==> src/rtl/mode_sequencer.sv <==
// mode_sequencer: top-level mode FSM for a clock / timer / stopwatch display.
//
// Buttons are edge-detected against a registered history. A select edge cycles the display
// mode CLK12 -> CLK24 -> TIMER -> SWATCH -> CLK12. Other button edges become one-clk command
// pulses to the timer (in TIMER) or the stopwatch (in SWATCH); they are discarded in the
// clock modes. A rising timer_done enters ALARM. ALARM lasts ALARM_MS khz ticks, or ends
// earlier when any button is pressed, and then returns to TIMER. While in ALARM, blink
// toggles every BLINK_MS ticks.
//
// Ports:
//   clk           system clock, rising edge
//   reset         asynchronous active-high reset
//   khz_tick      one-clk pulse per millisecond
//   select_btn    debounced select level
//   toggle_btn    debounced start/stop level
//   add_one_btn   debounced +1 level
//   add_ten_btn   debounced +10 level
//   timer_done    high while the countdown reads zero after running
//   select        display mux select (0 = 12 h, 1 = 24 h, 2 = timer, 3 = stopwatch)
//   timer_toggle  one-clk start/stop pulse to the timer
//   timer_add_one one-clk +1 pulse to the timer
//   timer_add_ten one-clk +10 pulse to the timer
//   sw_toggle     one-clk start/stop pulse to the stopwatch
//   alarm         high while in ALARM
//   blink         display blank strobe, toggling in ALARM, 0 otherwise
module mode_sequencer #(
  parameter int unsigned ALARM_MS = 5000,
  parameter int unsigned BLINK_MS = 250
) (
  input  logic       clk,
  input  logic       reset,
  input  logic       khz_tick,
  input  logic       select_btn,
  input  logic       toggle_btn,
  input  logic       add_one_btn,
  input  logic       add_ten_btn,
  input  logic       timer_done,
  output logic [1:0] select,
  output logic       timer_toggle,
  output logic       timer_add_one,
  output logic       timer_add_ten,
  output logic       sw_toggle,
  output logic       alarm,
  output logic       blink
);

  localparam int unsigned AlarmW = (ALARM_MS > 1) ? $clog2(ALARM_MS) : 1;
  localparam int unsigned BlinkW = (BLINK_MS > 1) ? $clog2(BLINK_MS) : 1;
  localparam logic [AlarmW-1:0] AlarmLast = AlarmW'(ALARM_MS - 1);
  localparam logic [BlinkW-1:0] BlinkLast = BlinkW'(BLINK_MS - 1);

  typedef enum logic [2:0] {
    StClk12,
    StClk24,
    StTimer,
    StSwatch,
    StAlarm
  } state_e;

  // Button vector bit order: [3] select, [2] toggle, [1] add_one, [0] add_ten.
  // Pulse vector bit order:  [3] timer_toggle, [2] timer_add_one, [1] timer_add_ten,
  //                          [0] sw_toggle.
  logic [3:0]        btn;
  logic [3:0]        btn_q;
  logic [3:0]        btn_edge;
  logic              done_q;
  logic              done_edge;
  state_e            state_q, state_d;
  logic [3:0]        pulse_q, pulse_d;
  logic [AlarmW-1:0] alarm_cnt_q, alarm_cnt_d;
  logic [BlinkW-1:0] blink_cnt_q, blink_cnt_d;
  logic              blink_q, blink_d;

  assign btn       = {select_btn, toggle_btn, add_one_btn, add_ten_btn};
  assign btn_edge  = btn & ~btn_q;
  assign done_edge = timer_done & ~done_q;

  always_comb begin
    state_d     = state_q;
    pulse_d     = '0;
    // Counters and blink stay cleared outside ALARM, so entering ALARM always starts fresh.
    alarm_cnt_d = '0;
    blink_cnt_d = '0;
    blink_d     = 1'b0;

    if (state_q == StAlarm) begin
      // Any button press only acknowledges the alarm. It produces no command pulse and no
      // mode advance. timer_done is ignored here.
      if (|btn_edge) begin
        state_d = StTimer;
      end else begin
        alarm_cnt_d = alarm_cnt_q;
        blink_cnt_d = blink_cnt_q;
        blink_d     = blink_q;
        if (khz_tick) begin
          if (alarm_cnt_q == AlarmLast) begin
            state_d     = StTimer;
            alarm_cnt_d = '0;
            blink_cnt_d = '0;
            blink_d     = 1'b0;
          end else begin
            alarm_cnt_d = alarm_cnt_q + 1'b1;
            if (blink_cnt_q == BlinkLast) begin
              blink_cnt_d = '0;
              blink_d     = ~blink_q;
            end else begin
              blink_cnt_d = blink_cnt_q + 1'b1;
            end
          end
        end
      end
    end else if (done_edge) begin
      // Entering ALARM takes priority over every button edge in the same cycle.
      state_d = StAlarm;
      blink_d = 1'b1;
    end else if (btn_edge[3]) begin
      // A select edge wins, and other edges in the same cycle are dropped.
      unique case (state_q)
        StClk12: state_d = StClk24;
        StClk24: state_d = StTimer;
        StTimer: state_d = StSwatch;
        default: state_d = StClk12;
      endcase
    end else if (state_q == StTimer) begin
      // If several edges arrive together, only one pulse is sent: toggle > add_one > add_ten.
      if (btn_edge[2]) begin
        pulse_d[3] = 1'b1;
      end else if (btn_edge[1]) begin
        pulse_d[2] = 1'b1;
      end else if (btn_edge[0]) begin
        pulse_d[1] = 1'b1;
      end
    end else if (state_q == StSwatch) begin
      pulse_d[0] = btn_edge[2];
    end
  end

  always_ff @(posedge clk or posedge reset) begin
    if (reset) begin
      state_q     <= StClk12;
      btn_q       <= '0;
      done_q      <= 1'b0;
      pulse_q     <= '0;
      alarm_cnt_q <= '0;
      blink_cnt_q <= '0;
      blink_q     <= 1'b0;
    end else begin
      state_q     <= state_d;
      btn_q       <= btn;
      done_q      <= timer_done;
      pulse_q     <= pulse_d;
      alarm_cnt_q <= alarm_cnt_d;
      blink_cnt_q <= blink_cnt_d;
      blink_q     <= blink_d;
    end
  end

  always_comb begin
    select = 2'd0;
    unique case (state_q)
      StClk12:  select = 2'd0;
      StClk24:  select = 2'd1;
      StTimer:  select = 2'd2;
      StSwatch: select = 2'd3;
      StAlarm:  select = 2'd2;
      default:  select = 2'd0;
    endcase
  end

  assign timer_toggle  = pulse_q[3];
  assign timer_add_one = pulse_q[2];
  assign timer_add_ten = pulse_q[1];
  assign sw_toggle     = pulse_q[0];
  assign alarm         = (state_q == StAlarm);
  assign blink         = blink_q;

endmodule

==> config.mk <==
export PLATFORM = sky130hd
export DESIGN_NAME = mode_sequencer
export DESIGN_NICKNAME = d
export VERILOG_FILES = /design/src/rtl/mode_sequencer.sv
export SDC_FILE = /design/constraint.sdc
export NUM_CORES = 1
export LEC_CHECK = 0
export CAP_MARGIN = 20
export CELL_PAD_IN_SITES_DETAIL_PLACEMENT = 1
export CELL_PAD_IN_SITES_GLOBAL_PLACEMENT = 1
export CORE_MARGIN = 8
export CORE_UTILIZATION = 44
export CTS_CLUSTER_SIZE = 24
export DETAILED_ROUTE_END_ITERATION = 6
export GPL_TIMING_DRIVEN = 0
export PLACE_DENSITY = 0.84
export SYNTH_ARGS = -nofsm -noshare
export SYNTH_HDL_FRONTEND = slang
export SYNTH_SLANG_ARGS = --single-unit
==> constraint.sdc <==
create_clock -name clk -period 3.1 [get_ports clk]
set_input_delay 0.93 -clock clk [delete_from_list [all_inputs] [get_ports clk]]
set_output_delay 0.93 -clock clk [all_outputs]
set_load 0.02 [all_outputs]
==> results of run 1 <==
per-stage QoR:
step                      total power, mW  cell area, µm²  instances  util (%)  TNS, ps
final                                1.15            2120        254      53.8        0
after global routing                 1.20            2120        254      53.8        0
after CTS                            1.16            2110        254      53.6        0
after detailed placement            0.809            2020        246      51.2    -6760
after global placement              0.787            1990        245      50.5    -4510
after floorplan                     0.694            1780        180         -        0
worst paths after layout:
kind | from | to | slack, ps | cells past startpoint
setup reg to reg | alarm_cnt_q[3]$_DFFE_PP0P_ | state_q[1]$_DFFE_PP0P_ | 510 | 6
min in group asynchronous | reset | btn_q[0]$_DFF_PP0_ | 1050 | 2
setup / recovery | add_ten_btn | blink_cnt_q[6]$_DFFE_PP0P_ | 260 | 6
max in group asynchronous | reset | alarm_cnt_q[11]$_DFFE_PP0P_ | 1500 | 3
hold reg to reg | btn_q[1]$_DFF_PP0_ | pulse_q[2]$_DFF_PP0_ | 510 | 2
hold / removal | btn_q[1]$_DFF_PP0_ | pulse_q[2]$_DFF_PP0_ | 510 | 2
sequential cells by signal (all words and copies together) (netlist names):
register / count
blink: 1
state_q: 3
done_q: 1
pulse_q: 4
btn_q: 4
alarm_cnt_q: 13
blink_cnt_q: 8
report_power, final:
group	switching (mW)	internal (mW)	total (mW)	leakage [nW]
Sequential	0.0398	0.473	0.513	0.457
Clock	0.167	0.179	0.346	0.0482
Combinational	0.163	0.131	0.294	0.345
Total	0.370	0.783	1.15	0.851
metal layers:
layer,vias to the layer above,share of wire [%]
met4,0,1.3
met3,8,2.5
li1,718,-
met5,-,0
met2,19,53
met1,772,43
worst register-to-register path, stage by stage (launching register included):
cell and delay [ps]:
sky130_fd_sc_hd__dfrtp_1 440, sky130_fd_sc_hd__or4b_4 570, sky130_fd_sc_hd__nor4_4 540, sky130_fd_sc_hd__nor3_2 90
sky130_fd_sc_hd__buf_2 210, sky130_fd_sc_hd__o41ai_1 450, sky130_fd_sc_hd__o31ai_1 140
area by class of cell:
| class | instances | area, µm² | share of cell area, % |
|---|---|---|---|
| clock inverter | 1 | 5.00 | 0.236 |
| tap | 50 | 62.6 | 2.95 |
| multi-input combinational | 135 | 897 | 42.3 |
| clock buffer | 7 | 86.3 | 4.07 |
| inverter | 8 | 30.0 | 1.42 |
| timing repair buffer | 16 | 178 | 8.37 |
| buffer | 3 | 12.5 | 0.590 |
| sequential | 34 | 851 | 40.1 |
cells in the final DEF (no fill, tap or decap), types with 4 or more instances in the layout:
master | synthesis | final
sky130_fd_sc_hd__nand2_1 | 24 | 23
sky130_fd_sc_hd__dfrtp_1 | 34 | 34
sky130_fd_sc_hd__nand2b_1 | 4 | 4
sky130_fd_sc_hd__clkbuf_8 | 0 | 6
sky130_fd_sc_hd__o311ai_0 | 5 | 5
sky130_fd_sc_hd__or2b_2 | 4 | 4
sky130_fd_sc_hd__nand3_1 | 17 | 17
sky130_fd_sc_hd__nor2_1 | 9 | 9
sky130_fd_sc_hd__o21ai_0 | 9 | 9
sky130_fd_sc_hd__a21oi_1 | 5 | 5
sky130_fd_sc_hd__inv_1 | 8 | 8
sky130_fd_sc_hd__nor4_1 | 4 | 4
sky130_fd_sc_hd__nor3_1 | 6 | 5
sky130_fd_sc_hd__clkdlybuf4s50_1 | 0 | 15
kinds of logic after synthesis:
logic type / after synthesis / synth area share (%)
compound gates: 35 / 13.9
fa+ha+maj: 3 / 2.11
buf+inv: 11 / 2.39
flops: 34 / 47.9
mux: 1 / 0.845
simple gates: 96 / 32.8
what timing repair did:
action                                  CTS  global route
setup buffers                             0             0
pin swaps                                 0             1
endpoints found under the setup margin   16             1
gates cloned                              0             0
resized for setup                         1             2
==> qor.log, run 1 <==
qor: global_routing.grt_pass1_vias 1684
qor: sta.clock_skew 8.31 ps
qor: sta.min_period 2840 ps
qor: floorplanning.die_x 79.5 µm
qor: sta.worst_pin_slew 793 ps
qor: setup_path.cp_cell_sequence clkdlybuf4s50_1 > or2b_2 > nand3_2 > nor4_4 > nand2_1 > o311ai_0
qor: pwr.powerDensity 543 nW/µm²
qor: finish.antenna_cells 0
qor: synthesis.netlist_instances 180
qor: clock_network.tritoncts_clock_tree yes
qor: finish.proportion_of_layout_cells_with_a_drive_suffix_above_1 15.7%
qor: placed_design.post-place-ws -416 ps
qor: pwr.max_ir_drop_vdd 376 µV
qor: synthesis.synth.yosys.warnings 0
qor: clock_network.htree_num_levels 2
qor: pwr.power.static_leakage 0.851 nW
qor: synthesis.synthDominantCellAreaShare 47.9%
qor: finish.fillers 446
qor: synthesis.syn_avg_cell_area 9.87 µm²
qor: sta.worst_slack 258 ps
qor: detailed_routing.detail-route-antenna-nets 0
qor: run_status.run_status finished, final reports clean
qor: synthesis.dominantRegCellSynth sky130_fd_sc_hd__dfrtp_1
qor: finish.synthToLayoutAreaGrowth 19.4%
qor: global_routing.global_route.peak_usage_layer met2
qor: clock_network.clock-root-buffer sky130_fd_sc_hd__clkbuf_8
qor: floorplanning.design.core.area 3940 µm²
qor: global_routing.gr-usage-met3 3.38%
qor: synthesis.synth-async-reset-ratio 100%
qor: global_routing.first_pass_grt_wire_length 8200 µm
qor: global_routing.globalRouteMet2Util 28.8%
qor: sta.hold_viol_final 0
qor: sta.setup_repair_after_global_routing_missed_its_margin false
qor: placed_design.placement.io_buffers 15
qor: placed_design.gp_routability_congestion 0.856
qor: setup_path.max_stage_delay 610 ps
qor: sta.worst_hold_slack_after_final_layout 511 ps
qor: detailed_routing.drtPass1Iterations 4
qor: sta.timing.max_slew.rel_slack 47.0%
qor: finish.nNetsFinal 214
qor: setup_path.required 3280 ps
qor: floorplanning.design.portCount 16
qor: global_routing.globalRoute.totalOverflow 0
qor: detailed_routing.route.detailed.drc 0
qor: sta.final_max_slew_viol_count 0
qor: detailed_routing.drtIter0Drc 79
qor: detailed_routing.num_vias 1517
qor: synthesis.synthesis_stage_register_bit_count 34
qor: setup_path.critPathTopFamily simple AND/OR/NAND/NOR gates
qor: synthesis.seq_area_frac_synth 47.9%
qor: global_routing.antenna_found_initial 0
qor: global_routing.global_route.usage.total 16.3%
qor: detailed_routing.route.detailed.vias_per_inst 5.97
qor: clock_network.numCtsBuffers 5
qor: global_routing.grt_start_max_net_pins 20
qor: setup_path.timing_worst_setup_path_type in -> reg
qor: clock_network.clock_sink_count 34
qor: setup_path.worst_ep_arrival_time 3020 ps
qor: sta.fmax 0.352 GHz
qor: synthesis.synth.cell_area 1780 µm²
qor: clock_network.cts.path.max_buffers 2
qor: sta.fin_crit_sh 91.7%
qor: synthesis.synth_top_cells_by_area sky130_fd_sc_hd__dfrtp_1 48%, sky130_fd_sc_hd__nand2_1 5.1%, sky130_fd_sc_hd__nand3_1 4.8%
qor: synthesis.synthMostInstantiatedCell sky130_fd_sc_hd__dfrtp_1
qor: synthesis.synth.distinct_cells 48
qor: floorplanning.die_area 6330 µm²
qor: clock_network.postCtsHoldBufs 0
qor: global_routing.global_route.usage.met1 18.5%
qor: synthesis.synth_enable_flop_cells 0
qor: setup_path.timing.critical_path.slowest_stage_cell sky130_fd_sc_hd__nor4_4
qor: sta.report.final.setup_viol 0
qor: synthesis.synth_area_leader_cell sky130_fd_sc_hd__dfrtp_1
qor: floorplanning.floorplan.initialDensity 45.1%
qor: setup_path.cp.buffers_inverters 1
qor: floorplanning.row_count 23
qor: placed_design.dp_hpwl 3490 µm
qor: job.number_of_max_cap_violations 0
qor: clock_network.clock_latency 290 ps
qor: clock_network.cts.clk_slew.worst_paths 70 ps
qor: worst_hold_path.hold_path_class reg -> reg
qor: detailed_routing.aggregate_routed_wire_length 4730 µm
qor: synthesis.synth_fp_nets 191
qor: detailed_routing.drt-wirelength-per-cell 18.6 µm
qor: setup_path.endpoint_kind_of_the_worst_setup_timing_path register
qor: setup_path.setup.worst_path.start_class input port
qor: floorplanning.die_y 79.5 µm
qor: setup_path.critPathMaxFanout 8
qor: synthesis.synth.top_cells.by_count 34 x sky130_fd_sc_hd__dfrtp_1, 24 x sky130_fd_sc_hd__nand2_1, 17 x sky130_fd_sc_hd__nand3_1, 9 x sky130_fd_sc_hd__nor2_1, 9 x sky130_fd_sc_hd__o21ai_0
Note: power is estimated with default switching activity, not from simulation.
==> run 2: changes to the inputs <==
- CORE_UTILIZATION: 44 -> 46
- CTS_BUF_LIST: not set -> sky130_fd_sc_hd__clkbuf_8
- PLACE_DENSITY: 0.84 -> 0.87
==> run 2 against run 1 <==
  * Via count increased by 1.3%
  * Sequential power about the same
  * Flip-flop and latch count is the same
  * Power increased by 5.1%
  * Critical path depth unchanged
  * Critical path type unchanged
==> qor.log, run 2 (same netlist as run 1, synthesis figures left out) <==
qor: sta.report.final.setup_viol 0
qor: clock_network.clock_sink_count 34
qor: detailed_routing.drtIter0Drc 90
qor: detailed_routing.detail-route-antenna-nets 0
qor: worst_hold_path.min_delay_path_depth 2
qor: pwr.power.static_leakage 0.871 nW
qor: finish.layout.cells.most_common sky130_fd_sc_hd__dfrtp_1
qor: finish.largest-register alarm_cnt_q
qor: detailed_routing.drt-wirelength-per-cell 18.8 µm
qor: sta.worst_slack 192 ps
qor: detailed_routing.route.detailed.vias_per_inst 6.05
qor: clock_network.clock-root-buffer sky130_fd_sc_hd__clkbuf_8
qor: detailed_routing.route.detailed.drc 0
qor: finish.leading_cell_types_in_the_layout_fill_and_taps_excluded 34 x sky130_fd_sc_hd__dfrtp_1, 24 x sky130_fd_sc_hd__nand2_1, 17 x sky130_fd_sc_hd__nand3_1, 15 x sky130_fd_sc_hd__clkdlybuf4s50_1
qor: floorplanning.design.core.area 3690 µm²
qor: placed_design.dpl-instance-area 2010 µm²
qor: detailed_routing.wl_met1 2030 µm
qor: floorplanning.die_y 78.2 µm
qor: setup_path.cp.buffers_inverters 1
qor: global_routing.grt_start_max_net_pins 19
qor: worst_hold_path.hold_path_class reg -> reg
qor: clock_network.cts.clk_slew.worst_paths 80 ps
qor: floorplanning.die_area 6110 µm²
qor: run_status.run_status finished, final reports clean
qor: finish.fin_area 2150 µm²
qor: clock_network.tritoncts_clock_tree yes
qor: setup_path.crit_path_frequent_cell sky130_fd_sc_hd__nand2_1
qor: finish.top_regs alarm_cnt_q (13), blink_cnt_q (8)
qor: global_routing.globalRoute.totalOverflow 0
qor: floorplanning.floorplan.initialDensity 48.2%
qor: detailed_routing.aggregate_routed_wire_length 4780 µm
qor: detailed_routing.drtPass1Iterations 4
qor: setup_path.reg2reg_setup_slack 590 ps
qor: finish.synthToLayoutAreaGrowth 21.0%
qor: setup_path.timing_worst_setup_path_type in -> reg
qor: placed_design.gp_routability_congestion 0.818
qor: global_routing.first_pass_grt_wire_length 8050 µm
qor: placed_design.placement.io_buffers 15
qor: sta.fmax 0.344 GHz
qor: finish.proportion_of_layout_cells_with_a_drive_suffix_above_1 16.5%
qor: setup_path.max_stage_delay 520 ps
qor: setup_path.r2r.worst_path.cells 6
qor: placed_design.post-place-ws -430 ps
qor: detailed_routing.num_vias 1536
qor: setup_path.cp_cell_sequence clkdlybuf4s50_1 > or2b_2 > nand2_1 > nor4_4 > nand2_1 > o311ai_0
qor: floorplanning.die_x 78.2 µm
qor: sta.clock_skew 10.8 ps
qor: setup_path.reg2reg_start alarm_cnt_q[3]$_DFFE_PP0P_
qor: job.number_of_max_cap_violations 0
qor: setup_path.crit_path_start add_one_btn
qor: setup_path.worst_ep_arrival_time 3050 ps
qor: pwr.powerDensity 564 nW/µm²
qor: sta.setup_repair_after_global_routing_missed_its_margin false
qor: finish.end_of_flow_core_utilization 58.3%
qor: sta.timing.max_slew.rel_slack 43.9%
qor: global_routing.antenna_found_initial 0
qor: setup_path.critPathMaxFanout 9
qor: sta.fin_crit_sh 93.8%
qor: finish.antenna_cells 0
qor: clock_network.postCtsHoldBufs 0
qor: floorplanning.row_count 22
qor: sta.hold_viol_final 0
qor: finish.nNetsFinal 216
qor: clock_network.numCtsBuffers 5
qor: detailed_routing.length_of_routed_met3_wiring 108 µm
qor: global_routing.global_route.usage.total 16.5%
qor: floorplanning.design.portCount 16
qor: clock_network.htree_num_levels 2
qor: pwr.max_ir_drop_vdd 433 µV
qor: setup_path.critPathTopFamily simple AND/OR/NAND/NOR gates
qor: setup_path.critical_path.endpoint blink_cnt_q[7]$_DFFE_PP0P_
qor: finish.fillers 435
qor: setup_path.r2r-end state_q[1]$_DFFE_PP0P_
qor: sta.worst_pin_slew 839 ps
qor: detailed_routing.dr_wl_met2 2570 µm
qor: setup_path.required 3240 ps
qor: global_routing.grt_pass1_vias 1562
qor: sta.final_max_slew_viol_count 0
qor: detailed_routing.top_layer_used met4
qor: setup_path.cp.depth 6
qor: pwr.power.total 1.21 mW
qor: setup_path.endpoint_kind_of_the_worst_setup_timing_path register
qor: clock_network.clock_latency 300 ps
qor: sta.min_period 2910 ps
qor: clock_network.cts.path.max_buffers 2
qor: placed_design.dp_hpwl 3430 µm
qor: setup_path.timing.critical_path.slowest_stage_cell sky130_fd_sc_hd__o311ai_0
qor: finish.largest_register_ff_count 13
qor: setup_path.setup.worst_path.start_class input port
## run 2: changes by cell type in the layout (fill, tap and decap cells not counted)
cell	previous run	this run
sky130_fd_sc_hd__buf_4	0	2
sky130_fd_sc_hd__bufinv_16	0	1
sky130_fd_sc_hd__clkbuf_1	3	2
sky130_fd_sc_hd__clkbuf_8	6	5
sky130_fd_sc_hd__clkinv_2	1	2
sky130_fd_sc_hd__nand2_1	23	24
sky130_fd_sc_hd__nand2_2	1	0
## run 2: report_power, final
group          switching (mW)  internal (mW)
sequential             0.0379          0.473
combinational           0.160          0.135
clock                   0.170          0.237
## run 2: area by class of cell
class	count	area (µm²)	area share (%)
clock inverter	3	40.0	1.86
multi-input combinational	135	895	41.6
inverter	8	30.0	1.40
sequential	34	851	39.6
clock buffer	5	68.8	3.20
timing repair buffer	18	193	8.96
tap	48	60.1	2.79
buffer	3	12.5	0.582
## run 2: worst min-delay path, stage by stage (launching register included)
cell                      delay, ps
sky130_fd_sc_hd__dfrtp_1        320
sky130_fd_sc_hd__or2b_2         120
sky130_fd_sc_hd__nor3_1          50
## run 2: layer usage
layer,up-vias,GRT usage (%)
li1,719,-
met5,-,0
met1,789,19.5
met2,21,28.3
met4,0,5.93
met3,7,3.87
## run 2: worst min-delay path by stage
stage	startpoint	endpoint
floorplan	blink_cnt_q[5]$_DFFE_PP0P_	blink_cnt_q[5]$_DFFE_PP0P_
global placement	btn_q[1]$_DFF_PP0_	pulse_q[2]$_DFF_PP0_
detailed placement	btn_q[1]$_DFF_PP0_	pulse_q[2]$_DFF_PP0_
CTS	btn_q[0]$_DFF_PP0_	pulse_q[1]$_DFF_PP0_
global route	btn_q[0]$_DFF_PP0_	pulse_q[1]$_DFF_PP0_
finish	btn_q[0]$_DFF_PP0_	pulse_q[1]$_DFF_PP0_
## run 2: repair_timing
action                     CTS  global route
resized for setup            1             1
setup buffers                0             2
pin swaps                    0             1
setup endpoints to repair   13             5
## run 2: stage by stage
| stage | setup TNS (ps) | hold slack, ps | cells |
|---|---|---|---|
| 6_report | 0 | 528 | 254 |
| 5_1_grt | 0 | 548 | 254 |
| 4_1_cts | 0 | 529 | 252 |
| 3_5_place_dp | -6610 | 502 | 244 |
| 3_3_place_gp | -4140 | 492 | 243 |
| 2_1_floorplan | 0 | 468 | 180 |
